<file path="src/rtl/mem_port_arbiter.sv">
// mem_port_arbiter
// Shares one single-ported unified memory between the fetch stage and the
// memory stage. Each access is sequenced IDLE -> ISSUE -> WAIT -> RESP, so an
// access takes 3 + MEM_LATENCY cycles. Data requests win arbitration, but a
// burst counter forces a fetch grant after MAX_DATA_BURST consecutive data
// grants while fetch is waiting. A fetch flush drops the stale fetch result
// without disturbing the memory access already under way.

module mem_port_arbiter #(
    parameter int WIDTH          = 32,
    parameter int MEM_LATENCY    = 1,
    parameter int MAX_DATA_BURST = 4
) (
    input  logic             clk,
    input  logic             rst,

    // Fetch stage port (read only)
    input  logic             if_req,
    input  logic [WIDTH-1:0] if_addr,
    input  logic             if_flush,
    output logic [WIDTH-1:0] if_rdata,
    output logic             if_ready,

    // Memory stage port (loads and stores)
    input  logic             dm_req,
    input  logic             dm_we,
    input  logic [WIDTH-1:0] dm_addr,
    input  logic [WIDTH-1:0] dm_wdata,
    output logic [WIDTH-1:0] dm_rdata,
    output logic             dm_ready,

    // Unified memory port
    output logic             mem_en,
    output logic             mem_we,
    output logic [WIDTH-1:0] mem_addr,
    output logic [WIDTH-1:0] mem_wdata,
    input  logic [WIDTH-1:0] mem_rdata,

    // Pipeline stall requests
    output logic             stall_f,
    output logic             stall_m
);

    // Counter widths: the latency counter holds 0..MEM_LATENCY, the burst
    // counter holds 0..MAX_DATA_BURST (it saturates at the top value).
    localparam int CNT_W   = (MEM_LATENCY    < 1) ? 1 : $clog2(MEM_LATENCY + 1);
    localparam int BURST_W = (MAX_DATA_BURST < 1) ? 1 : $clog2(MAX_DATA_BURST + 1);

    localparam logic [CNT_W-1:0]   LAT_LOAD  = CNT_W'(MEM_LATENCY);
    localparam logic [CNT_W-1:0]   LAT_ONE   = CNT_W'(1);
    localparam logic [BURST_W-1:0] BURST_MAX = BURST_W'(MAX_DATA_BURST);
    localparam logic [BURST_W-1:0] BURST_ONE = BURST_W'(1);

    typedef enum logic [1:0] {
        ST_IDLE  = 2'd0,
        ST_ISSUE = 2'd1,
        ST_WAIT  = 2'd2,
        ST_RESP  = 2'd3
    } state_t;

    // Which requester owns the transaction currently in flight.
    typedef enum logic {
        SRC_DATA  = 1'b0,
        SRC_FETCH = 1'b1
    } src_t;

    // ------------------------------------------------------------------
    // State and datapath registers
    // ------------------------------------------------------------------
    state_t             r_state;
    state_t             w_state_next;

    src_t               r_src;        // winner of the last arbitration
    logic               r_we;         // latched write enable of the winner
    logic [WIDTH-1:0]   r_addr;       // latched address of the winner
    logic [WIDTH-1:0]   r_wdata;      // latched store data of the winner
    logic [CNT_W-1:0]   r_lat_cnt;    // remaining memory latency cycles
    logic [BURST_W-1:0] r_burst;      // data grants made while fetch waited
    logic               r_drop;       // in-flight fetch was flushed
    logic [WIDTH-1:0]   r_if_rdata;   // last fetched instruction
    logic [WIDTH-1:0]   r_dm_rdata;   // last loaded data word

    // ------------------------------------------------------------------
    // Arbitration (only acted upon in IDLE)
    // ------------------------------------------------------------------
    logic w_if_eligible;
    logic w_burst_full;
    logic w_grant_fetch;
    logic w_grant_data;
    logic w_capture;
    logic w_in_flight;

    // A flushed fetch request is stale, so it may not compete this cycle.
    assign w_if_eligible = if_req & ~if_flush;
    assign w_burst_full  = (r_burst == BURST_MAX);

    // Data wins a tie unless fetch has already waited through a full burst.
    assign w_grant_fetch = (r_state == ST_IDLE) & w_if_eligible & (~dm_req | w_burst_full);
    assign w_grant_data  = (r_state == ST_IDLE) & dm_req & ~w_grant_fetch;

    // Any state past arbitration belongs to the latched transaction.
    assign w_in_flight   = (r_state != ST_IDLE);

    // ------------------------------------------------------------------
    // FSM state register
    // ------------------------------------------------------------------
    // Advance the access sequencer; reset abandons any in-flight access.
    always_ff @(posedge clk or posedge rst) begin
        if (rst) begin
            r_state <= ST_IDLE;
        end else begin
            // NOTE: state is updated with non-blocking assignments so every
            // always_ff samples the pre-edge values of its neighbours.
            r_state <= w_state_next;
        end
    end

    // ------------------------------------------------------------------
    // FSM next-state and strobe decode
    // ------------------------------------------------------------------
    // Decode the next state and the per-state strobes from the current state.
    always_comb begin
        // NOTE: every output of this block gets a default first, so no path
        // through the case statement can leave one unassigned (no latches).
        w_state_next = r_state;
        mem_en       = 1'b0;
        mem_we       = 1'b0;
        if_ready     = 1'b0;
        dm_ready     = 1'b0;
        w_capture    = 1'b0;

        case (r_state)
            ST_IDLE: begin
                if (w_grant_fetch || w_grant_data) begin
                    w_state_next = ST_ISSUE;
                end
            end

            ST_ISSUE: begin
                mem_en       = 1'b1;
                mem_we       = r_we;
                w_state_next = ST_WAIT;
            end

            ST_WAIT: begin
                // The counter reaches zero on this cycle: read data is valid.
                if (r_lat_cnt <= LAT_ONE) begin
                    w_capture    = 1'b1;
                    w_state_next = ST_RESP;
                end
            end

            ST_RESP: begin
                // A flush landing in RESP kills the pulse in the same cycle.
                if_ready     = (r_src == SRC_FETCH) & ~r_drop & ~if_flush;
                dm_ready     = (r_src == SRC_DATA);
                w_state_next = ST_IDLE;
            end

            default: begin
                w_state_next = ST_IDLE;
            end
        endcase
    end

    // ------------------------------------------------------------------
    // Request latch
    // ------------------------------------------------------------------
    // Capture the winner's address, write enable and store data in IDLE.
    always_ff @(posedge clk or posedge rst) begin
        if (rst) begin
            r_src   <= SRC_DATA;
            r_we    <= 1'b0;
            r_addr  <= '0;
            r_wdata <= '0;
        end else if (w_grant_fetch) begin
            r_src   <= SRC_FETCH;
            r_we    <= 1'b0;
            r_addr  <= if_addr;
            r_wdata <= '0;
        end else if (w_grant_data) begin
            r_src   <= SRC_DATA;
            r_we    <= dm_we;
            r_addr  <= dm_addr;
            r_wdata <= dm_wdata;
        end
    end

    // ------------------------------------------------------------------
    // Latency counter
    // ------------------------------------------------------------------
    // Load the memory latency on issue and count it down while waiting.
    always_ff @(posedge clk or posedge rst) begin
        if (rst) begin
            r_lat_cnt <= '0;
        end else if (r_state == ST_ISSUE) begin
            r_lat_cnt <= LAT_LOAD;
        end else if (r_state == ST_WAIT && r_lat_cnt != '0) begin
            r_lat_cnt <= r_lat_cnt - LAT_ONE;
        end
    end

    // ------------------------------------------------------------------
    // Starvation (burst) counter
    // ------------------------------------------------------------------
    // Count data grants that beat a waiting fetch; clear once fetch is served
    // or stops asking.
    always_ff @(posedge clk or posedge rst) begin
        if (rst) begin
            r_burst <= '0;
        end else if (r_state == ST_IDLE) begin
            if (w_grant_fetch || !if_req) begin
                r_burst <= '0;
            end else if (w_grant_data && !w_burst_full) begin
                r_burst <= r_burst + BURST_ONE;
            end
        end
    end

    // ------------------------------------------------------------------
    // Fetch drop flag
    // ------------------------------------------------------------------
    // Remember a flush that hits an in-flight fetch so its ready is withheld.
    always_ff @(posedge clk or posedge rst) begin
        if (rst) begin
            r_drop <= 1'b0;
        end else if (!w_in_flight) begin
            r_drop <= 1'b0;
        end else if (r_src == SRC_FETCH && if_flush) begin
            r_drop <= 1'b1;
        end
    end

    // ------------------------------------------------------------------
    // Read data registers
    // ------------------------------------------------------------------
    // Capture memory read data into the winner's register; stores leave the
    // load register untouched.
    always_ff @(posedge clk or posedge rst) begin
        if (rst) begin
            r_if_rdata <= '0;
            r_dm_rdata <= '0;
        end else if (w_capture) begin
            if (r_src == SRC_FETCH) begin
                r_if_rdata <= mem_rdata;
            end else if (!r_we) begin
                r_dm_rdata <= mem_rdata;
            end
        end
    end

    // ------------------------------------------------------------------
    // Output wiring
    // ------------------------------------------------------------------
    // Address and store data stay on the latched values; mem_we is already
    // qualified by mem_en in the FSM decode.
    assign mem_addr  = r_addr;
    assign mem_wdata = r_wdata;

    assign if_rdata  = r_if_rdata;
    assign dm_rdata  = r_dm_rdata;

    // Each stage stalls while it has an outstanding, uncompleted request.
    assign stall_f   = if_req & ~if_ready;
    assign stall_m   = dm_req & ~dm_ready;

endmodule

</file>
<file path="config.mk">
export PLATFORM = sky130hd
export DESIGN_NAME = mem_port_arbiter
export DESIGN_NICKNAME = d
export VERILOG_FILES = /design/src/rtl/mem_port_arbiter.sv
export SDC_FILE = /design/constraint.sdc
export NUM_CORES = 1
export LEC_CHECK = 0
export ABC_CLOCK_PERIOD_IN_PS = 5300
export CAP_MARGIN = 20
export CORE_MARGIN = 2
export CORE_UTILIZATION = 38
export CTS_CLUSTER_DIAMETER = 60
export DETAILED_ROUTE_END_ITERATION = 10
export PLACE_DENSITY = 0.76
export SKIP_CTS_REPAIR_TIMING = 1
export SLEW_MARGIN = 20
export SYNTH_ARGS = -nofsm -noshare
export SYNTH_HDL_FRONTEND = slang
export SYNTH_SLANG_ARGS = --single-unit
export TNS_END_PERCENT = 20
</file>
<file path="constraint.sdc">
create_clock -name clk -period 5.3 [get_ports clk]
set_input_delay 1.59 -clock clk [delete_from_list [all_inputs] [get_ports clk]]
set_output_delay 1.59 -clock clk [all_outputs]
set_load 0.02 [all_outputs]
</file>
==> qor.csv <==
stage;metric;value;unit
timing;aggregate negative setup slack;0;ns
timing;maximum clock frequency;209.3;MHz
worst_setup_path;data required time at the worst endpoint;3.71;ns
global_route;met2 track utilization from global routing;32.93;%
finish;share of layout cells above drive strength 1;23.28;%
detailed_routing;count of TritonRoute iterations in the first routing pass;4;
pwr;maximum vdd drop;0.2697;mV
worst_setup_path;arrival time at the worst endpoint;3.19;ns
timing;clk_skew;0.009663;ns
global_route;via count of the first global-routing pass;4749;
logic_synthesis;post-synthesis register bit count;136;
placed_design;global placer's final weighted congestion;0.8390;
die;Die ar.;16240;sq um
worst_setup_path;critical path launch point type;primary input;
clock_network;Sinks on Clock Net;136;
clock_network;Longest Clk Path Bufs;2;
timing;hold violation count in the final report;0;
logic_synthesis;sequential cell area fraction in the yosys report;58.79;%
die;Die Span X;127.4;um
pwr;Tot Pwr;5.941;mW
timing;actual slew at the worst max-slew pin;0.9266;ns
job;max cap viols;0;
finish;area of all sequential standard cells;3403;sq um
worst_hold_path;start point of the worst min-delay path;if_rdata[2];
timing;number of max-slew violations in the final report;0;
worst_setup_path;largest driver fanout on the critical path;6;
global_route;global-route wire length before repair;24.59;mm
pwr;Leak Pwr;3.838;nW
logic_synthesis;cell type with the highest aggregate area in the netlist;sky130_fd_sc_hd__dfrtp_1;
worst_setup_path;CP startpoint;if_flush;
logic_synthesis;Synth area leaders;sky130_fd_sc_hd__dfrtp_1 (59%), sky130_fd_sc_hd__mux2_2 (23%), sky130_fd_sc_hd__nand2_1 (4.5%);
worst_setup_path;class of the most critical setup path;primary input to output pin;
die;row count;45;
pwr;power per standard cell area;645.6;nW/um^2
logic_synthesis;Gate Count Post-Synth;433;
outcome;run status;complete, no violations;
worst_setup_path;Critical Path End Type;output pin;
timing;headroom to the max-slew limit;38.23;%
global_route;Global Route Usage Sum;19.39;%
finish;area of all placed cells without fillers;9203;sq um
detailed_routing;Initial DRC Count;134;
placed_design;detailed placement HPWL;11.10;mm
clock_network;Clock Pin Slew Worst Setup and Hold Paths;0.06;ns
global_route;largest net degree at the start of global routing;80;
logic_synthesis;nets in the synthesized netlist;574;
timing;RSZ-0062 raised after global routing;no;
placed_design;cell area after placement;8589;sq um
detailed_routing;count of vias placed by the detailed router;4348;
placed_design;number of cells after detailed placement;869;
finish;most common cell after layout, fill and taps aside;sky130_fd_sc_hd__clkdlybuf4s50_1;
die;core area;15030;sq um
global_route;most used routing layer in global routing;met2;
clock_network;clock tree from TritonCTS;built;
placed_design;number of port buffers;267;
logic_synthesis;syn avg cell area;13.37;sq um
finish;final non-filler cell total;902;
global_route;met3 Track Usage GR;7.789;%
global_route;number of antenna violations at the first check in global routing;1;
global_route;leftover overflow at the end of global routing;0;
die;Die Y;127.4;um
timing;# setup viols final;0;
clock_network;number of buffers inserted during clock tree synthesis;17;
finish;P&R area growth vs syn;58.96;%
detailed_routing;final antenna-violating net count;0;
detailed_routing;average routed wire per standard cell;16.98;um
die;number of I/O pins;268;
clock_network;source-to-sink clock delay at the later pin of the worst-skew pair;0.41;ns
die;effective utilization at floorplan;38.51;%
global_route;met1 Use GR;21.61;%
worst_setup_path;startpoint of the lowest-slack register-to-register path;r_state[0];
finish;net count reported at finish;841;
logic_synthesis;area of the mapped netlist;5789;sq um
worst_hold_path;type of the most critical hold path;register to register;
finish;number of filler instances in the final layout;1165;
finish;Multi-input gate area;2210;sq um
timing;final critical-path required period;4.777;ns
finish;top library cells by usage in the layout, fill and taps aside;sky130_fd_sc_hd__clkdlybuf4s50_1 (267), sky130_fd_sc_hd__dfrtp_1 (136), sky130_fd_sc_hd__mux2_2 (116), sky130_fd_sc_hd__nand2_1 (69), sky130_fd_sc_hd__a21oi_1 (35);
detailed_routing;total wire length;15.31;mm
logic_synthesis;area share of the leading cell type in the synthesized netlist;58.79;%
clock_network;H-tree depth;4;
timing;Period Utilization, post-route;90.13;%
detailed_routing;residual DRC count;0;
clock_network;root buffer cell;sky130_fd_sc_hd__clkbuf_16;
detailed_routing;post-DR vias/cell;4.820;
logic_synthesis;Yosys warnings;0;
logic_synthesis;post-synth cell types;32;
## where the power goes
| group | switching (mW) | total [mW] | internal, mW |
|---|---|---|---|
| combinational | 1.35 | 2.90 | 1.55 |
| clock | 0.452 | 1.21 | 0.755 |
| sequential | 0.278 | 1.84 | 1.56 |
| total | 2.08 | 5.94 | 3.86 |
## layout make-up
type,instances,area share [%]
sequential,136,36.98
multi-input combinational,267,24.01
clock inverter,14,1.863
timing repair buffer,273,29.53
antenna,1,0.02719
tap,188,2.556
inverter,5,0.2583
clock buffer,18,4.772
## final timing paths
| check | endpoint | slack [ns] | depth (start not counted) |
|---|---|---|---|
| worst min-delay path | if_rdata[2] | 0.50 | 1 |
| max in group asynchronous | mem_wdata[0] | 2.67 | 3 |
| min in group asynchronous | if_rdata[7] | 1.69 | 2 |
| worst min register to register | if_rdata[2] | 0.50 | 1 |
| worst max-delay path | if_ready | 0.52 | 3 |
| worst max register to register | mem_addr[27] | 2.71 | 5 |
## routing by layer
layer  routed length, um  part of all wire [%]
met5                   0                     0
met4                 330                   2.2
met3                1371                   9.0
met2                7479                    49
met1                6132                    40
## kinds of logic after synthesis
group	count (synthesis)	synth area share [%]
AOI/OAI and AO/OA	43	4.128
adders and majority gates	7	1.513
buffers and inverters	30	3.285
DFF	136	58.79
muxes	130	25.59
and+or+nand+nor	87	6.700
## cell usage after synthesis, drive strengths merged
cell type  number
a31oi           2
ha              7
nand3           2
a21o            1
mux2i           1
o311ai          1
a21oi          35
dfrtp         136
nand4           1
mux2          129
nor3            1
a21boi          1
and4b           1
nand2          70
nor4bb          1
nor3b           1
o21ai           1
nor2            2
buf            22
nand3b          1
clkbuf          3
o22a            1
nand2b          1
nor2b           4
a21bo           1
inv             5
and2            2
## sequential cells by signal (all words and copies together), names as in the netlist
register and flops:
r_burst 3, r_drop 1, dm_rdata 32, r_we 1
mem_wdata 32, r_state 2, r_src 1, mem_addr 32
if_rdata 32
## worst max-delay path, stage by stage
cell and delay, ns:
sky130_fd_sc_hd__clkdlybuf4s50_1 0.52, sky130_fd_sc_hd__nor4bb_1 0.40, sky130_fd_sc_hd__clkdlybuf4s50_1 0.67
## through the flow
| step | utilization (%) | worst slack (ns) | hold slack (ns) |
|---|---|---|---|
| floorplan | - | 0.07054 | 0.4628 |
| global placement | 57.14 | 0.5545 | 0.4811 |
| detailed placement | 57.14 | 0.5143 | 0.4919 |
| CTS | 61.20 | 0.5203 | 0.5056 |
| global route | 61.20 | 0.4018 | 0.5164 |
| finish | 61.22 | 0.5231 | 0.5025 |
Note: power is estimated with default switching activity, not from simulation.
==> variant 1, RTL diff (same settings) <==
Reset style: synchronous (`rst`), changed in 6 clocked blocks.
--- a/src/rtl/mem_port_arbiter.sv
+++ b/src/rtl/mem_port_arbiter.sv
@@ -106,5 +106,5 @@
     // ------------------------------------------------------------------
     // Advance the access sequencer; reset abandons any in-flight access.
-    always_ff @(posedge clk or posedge rst) begin
+    always_ff @(posedge clk) begin
         if (rst) begin
             r_state <= ST_IDLE;
@@ -168,5 +168,5 @@
     // ------------------------------------------------------------------
     // Capture the winner's address, write enable and store data in IDLE.
-    always_ff @(posedge clk or posedge rst) begin
+    always_ff @(posedge clk) begin
         if (rst) begin
             r_src   <= SRC_DATA;
@@ -191,5 +191,5 @@
     // ------------------------------------------------------------------
     // Load the memory latency on issue and count it down while waiting.
-    always_ff @(posedge clk or posedge rst) begin
+    always_ff @(posedge clk) begin
         if (rst) begin
             r_lat_cnt <= '0;
@@ -206,5 +206,5 @@
     // Count data grants that beat a waiting fetch; clear once fetch is served
     // or stops asking.
-    always_ff @(posedge clk or posedge rst) begin
+    always_ff @(posedge clk) begin
         if (rst) begin
             r_burst <= '0;
@@ -222,5 +222,5 @@
     // ------------------------------------------------------------------
     // Remember a flush that hits an in-flight fetch so its ready is withheld.
-    always_ff @(posedge clk or posedge rst) begin
+    always_ff @(posedge clk) begin
         if (rst) begin
             r_drop <= 1'b0;
@@ -237,5 +237,5 @@
     // Capture memory read data into the winner's register; stores leave the
     // load register untouched.
-    always_ff @(posedge clk or posedge rst) begin
+    always_ff @(posedge clk) begin
         if (rst) begin
             r_if_rdata <= '0;
Check against the original RTL: differs if rst is asserted again (counterexample within 4 cycles, from zero or initial values and one cycle with rst high); with rst held inactive, the same outputs for 10 cycles.
==> variant 1 against the unedited design <==
Sequential share of layout area decreased by 6.4 points. Setup slack better by 0.0069 ns. Design area down 3.3%. Synthesized cell count increased by 53%. Fmax is 0.14% higher. Hold slack lost 0.051 ns. Die area fell by 5.4%. First-iteration DRC count grew 150%. Wire length rose by 11%. Sequential cell count unchanged. Area after synthesis fell by 5.6%. Critical endpoint unchanged. Largest cell class is now non-clock buffers. Highest routed layer unchanged.
Power is not compared: it rests on default switching activity, and its combinational part moved more than twofold at a synthesized area within 25%.
==> variant 1: results (changes against the unedited design) <==
| Metric | Value |
|---|---|
| Leak | 3.09 nW |
| Placed wire-length estimate | 11500 um (+3.7%) |
| Nets | 1045 (+24%) |
| Layout cells sized above 1 | 8.72% (-15 points) |
| Main area contributors after synthesis | dfxtp_1, nand2_1, a21oi_1 |
| Status | completed |
| WL/cell | 15.4 um (-9.1%) |
| Clock Latency Late Sink | 0.41 ns (about the same) |
| N_diodes | 0 (-1) |
| Ys async rst share | 0% (-100 points) |
| Critical-path top delay cell | clkdlybuf4s50_1 |
| GRT Resource Usage Total | 21.7% (+2.3 points) |
| Num CTS Buffers | 17 (unchanged) |
| Largest net degree at the start of global routing | 77 (-3.8%) |
| Initial antenna violation count | 0 (-1) |
| Register area share after synthesis | 49.8% (-9.0 points) |
| Syn_nets | 804 (+40%) |
| Via density | 4.96 (+3.0%) |
| Max incr delay on CP | 0.67 ns (about the same) |
| Fillers | 1219 (+4.6%) |
| CP max FO | 6 (unchanged) |
| HP Class | flop to flop |
| Synth warn | 0 (unchanged) |
| Root Driver | clkbuf_16 |
| CTS max path bufs | 2 (unchanged) |
| Global-route wire length before repair | 25900 um (+5.5%) |
| Commonest cells post-synth | nand2_1, dfxtp_1, a21oi_1 |
| First-pass DRT Iterations | 5 (+1) |
| Maximum vdd drop | 0.250 mV |
| Initial DRC count | 331 (+150%) |
| H-tree lvl count | 4 (unchanged) |
| Clk pin slew, worst setup/hold paths | 0.06 ns (about the same) |
| Skew final | 0.00470 ns (-0.00497 ns) |
| Maxcap violations | 0 (unchanged) |
| Synth cell types | 35 (+9.4%) |
| GP Congestion | 0.799 (-4.7%) |
| Vias in the first global route | 5159 (+8.6%) |
| Actual slew at the worst max-slew pin | 0.981 ns (+0.0545 ns) |
| # port buffers | 267 (unchanged) |
[variant 1: changes by cell type in the layout (fill, tap and decap cells not counted), moves of 8 or more]
cell | before | now
a311oi_2 | 0 | 29
dfrtp_1 | 136 | 0
nand2_1 | 69 | 260
mux2_1 | 8 | 0
nor3_1 | 0 | 33
mux2_2 | 116 | 0
a21oi_1 | 35 | 101
dfxtp_1 | 0 | 136
[variant 1: through the flow]
step                instances  power [mW]  cell area (um^2)  worst slack, ns
global placement         1064        2.41              8170            0.542
global route             1097        3.97              8890            0.472
CTS                      1097        3.82              8890            0.545
finish                   1097        3.78              8890            0.530
floorplan                 663        1.92              5470             1.08
detailed placement       1065        2.42              8190            0.546
[variant 1: kinds of logic after synthesis]
kind of cell             after synthesis  synth area share [%]
AO/OA/AOI/OAI                        144                  19.2
adder cells (fa/ha/maj)                7                  1.60
buffers and inverters                 60                  5.42
flip-flops                           136                  49.8
AND/OR/NAND/NOR                      316                  24.0
[variant 1: layout make-up]
| type | count | area [um^2] | area share, % |
|---|---|---|---|
| Clock inverter | 10 | 211 | 2.38 |
| Clock buffer | 22 | 494 | 5.56 |
| Sequential cell | 136 | 2720 | 30.6 |
| Timing Repair Buffer | 277 | 2750 | 30.9 |
| Tap cell | 180 | 225 | 2.53 |
| Inverter | 5 | 18.8 | 0.211 |
| Multi-Input combinational cell | 467 | 2470 | 27.8 |
[variant 1: per-layer routing]
metal  GRT usage [%]  part of all wire [%]  vias up
met5               0                     0        -
li1                -                     -     2701
met4            8.71                   1.7        0
met2            37.0                    48      213
met3            8.29                   9.4       20
met1            24.5                    41     2510
[variant 1: final timing paths]
kind | startpoint | slack [ns] | to | cells after the start
setup / recovery | if_flush | 0.53 | if_ready | 3
hold / removal | mem_wdata[18]$_SDFFE_PP0P_ | 0.45 | mem_wdata[18]$_SDFFE_PP0P_ | 2
setup reg to reg | r_burst[0]$_SDFFE_PP0P_ | 2.67 | mem_addr[17]$_SDFFE_PP0P_ | 6
hold reg to reg | mem_wdata[18]$_SDFFE_PP0P_ | 0.45 | mem_wdata[18]$_SDFFE_PP0P_ | 2
[variant 1: power by group]
group          switching, mW  total [mW]  internal (mW)
Sequential            0.0830        1.25           1.17
Clock                  0.443        1.39          0.948
Combinational          0.640        1.14          0.500
[variant 1: worst max-delay path, delay by kind of cell]
family / cells / cell delay [ns]
buf+inv: 2 / 1.19
simple gates: 1 / 0.39
==> variant 2, RTL diff (same settings) <==
Without the edit above. Change the parameter `WIDTH` from 32 to 28.
--- a/src/rtl/mem_port_arbiter.sv
+++ b/src/rtl/mem_port_arbiter.sv
@@ -8,5 +8,5 @@
 
 module mem_port_arbiter #(
-    parameter int WIDTH          = 32,
+    parameter int WIDTH          = 28,
     parameter int MEM_LATENCY    = 1,
     parameter int MAX_DATA_BURST = 4
Ports: changed (8 resized); port bits go from 268 to 236. The function was not compared with the original's and may differ.
==> variant 2 against the unedited design <==
Critical path depth did not move. Power fell by 9.9%. First-iteration DRC count rose by 36%. Wire length shrank 14%. Non-clock buffer count shrank 34. Count of clock-buffer cells in the layout is 4 higher. Sequential cell count is 16 lower. Final cell count fell by 10%. Area after synthesis fell by 10%. Clock skew fell by 0.0042 ns. Die area decreased by 9.9%. Clock power fell by 4%. Setup slack worse by 0.056 ns. Design area is 10% lower. Critical path type unchanged. Largest cell class unchanged.
==> variant 2: results (changes against the unedited design) <==
| Metric | Value |
|---|---|
| Commonest cells post-synth | dfrtp_1, mux2_2, nand2_1 |
| Global-route wire length before repair | 20600 um (-16%) |
| GP Congestion | 0.853 (+1.7%) |
| Final core utilization | 62.0% (+0.80 points) |
| DP Worst Slack | 0.469 ns (-0.0454 ns) |
| Main area contributors after synthesis | dfrtp_1, mux2_2, nand2_1 |
| Leak | 3.46 nW (-9.9%) |
| N_diodes | 0 (-1) |
| Fillers | 1050 (-9.9%) |
| Status | completed |
| Actual slew at the worst max-slew pin | 0.877 ns (-0.0492 ns) |
| Skew final | 0.00541 ns (-0.00425 ns) |
| Hold wc startpoint | dm_rdata[3]$_DFFE_PP0P_ |
| Maximum vdd drop | 0.279 mV (+3.4%) |
| Post-DP Area | 7640 um^2 (-11%) |
| Placed wire-length estimate | 9370 um (-16%) |
| Initial antenna violation count | 0 (-1) |
| GRT Resource Usage Total | 18.3% (-1.0 points) |
| Vias in the first global route | 4053 (-15%) |
| Fin cells | 809 (-10%) |
| # port buffers | 235 (-12%) |
| Critical-path top delay cell | clkdlybuf4s50_1 |
| Syn_nets | 511 (-11%) |
| Nets | 747 (-11%) |
| Mean Syn Cell Area | 13.5 um^2 (+0.66%) |
| Synth cell types | 34 (+6.3%) |
| WL/cell | 16.2 um (-4.4%) |
| Layout cells sized above 1 | 23.9% (+0.57 points) |
| Switching share of power | 33.8% (-1.3 points) |
| Placed cell count | 779 (-10%) |
| Clock Latency Late Sink | 0.40 ns |
| Via density | 4.80 (-0.33%) |
| CP arrival | 3.24 ns (+0.05 ns) |
| Register area share after synthesis | 57.8% (-0.98 points) |
| Max incr delay on CP | 0.70 ns (+0.03 ns) |
| Initial DRC count | 182 (+36%) |
[variant 2: kinds of logic after synthesis]
logic type	Yosys count	synth area share, %
fa+ha+maj	7	1.69
flops	120	57.8
compound gates	39	4.36
mux	114	25.6
simple gates	79	7.01
buf+inv	27	3.52
[variant 2: worst paths after layout]
| path | to | slack [ns] | depth (start not counted) |
|---|---|---|---|
| max reg2reg | mem_addr[11]$_DFFE_PP0P_ | 2.87 | 6 |
| min reg2reg | dm_rdata[3]$_DFFE_PP0P_ | 0.50 | 1 |
| max in group asynchronous | mem_wdata[10]$_DFFE_PP0P_ | 2.64 | 3 |
| min in group asynchronous | if_rdata[3]$_DFFE_PP0P_ | 1.74 | 2 |
| min | dm_rdata[3]$_DFFE_PP0P_ | 0.50 | 1 |
| max | if_ready | 0.47 | 3 |
[variant 2: per-layer routing]
layer  up-vias  wire length, um  part of all wire, %  GRT usage, %
met2       166             6490                   49          30.7
li1       1811                -                    -             -
met1      1887             5220                   40          21.1
met5         -                0                    0             0
met3        23             1110                  8.5          6.48
met4         0              318                  2.4          8.21
[variant 2: power by group through the flow]
stage	combinational (mW)	clock, mW	sequential, mW
2_1_floorplan	0.951	0	2.13
3_3_place_gp	2.55	0	1.61
3_5_place_dp	2.60	0	1.64
4_1_cts	2.61	1.19	1.62
5_1_grt	2.74	1.24	1.68
6_report	2.57	1.16	1.62
[variant 2: layout make-up]
type | instances | share of cell area [%]
clock inverters | 8 | 1.46
well taps | 176 | 2.67
multi-input cells | 239 | 24.4
inverters | 5 | 0.258
flip-flops and latches | 120 | 36.4
clock buffers | 22 | 5.87
repair buffers | 239 | 28.9
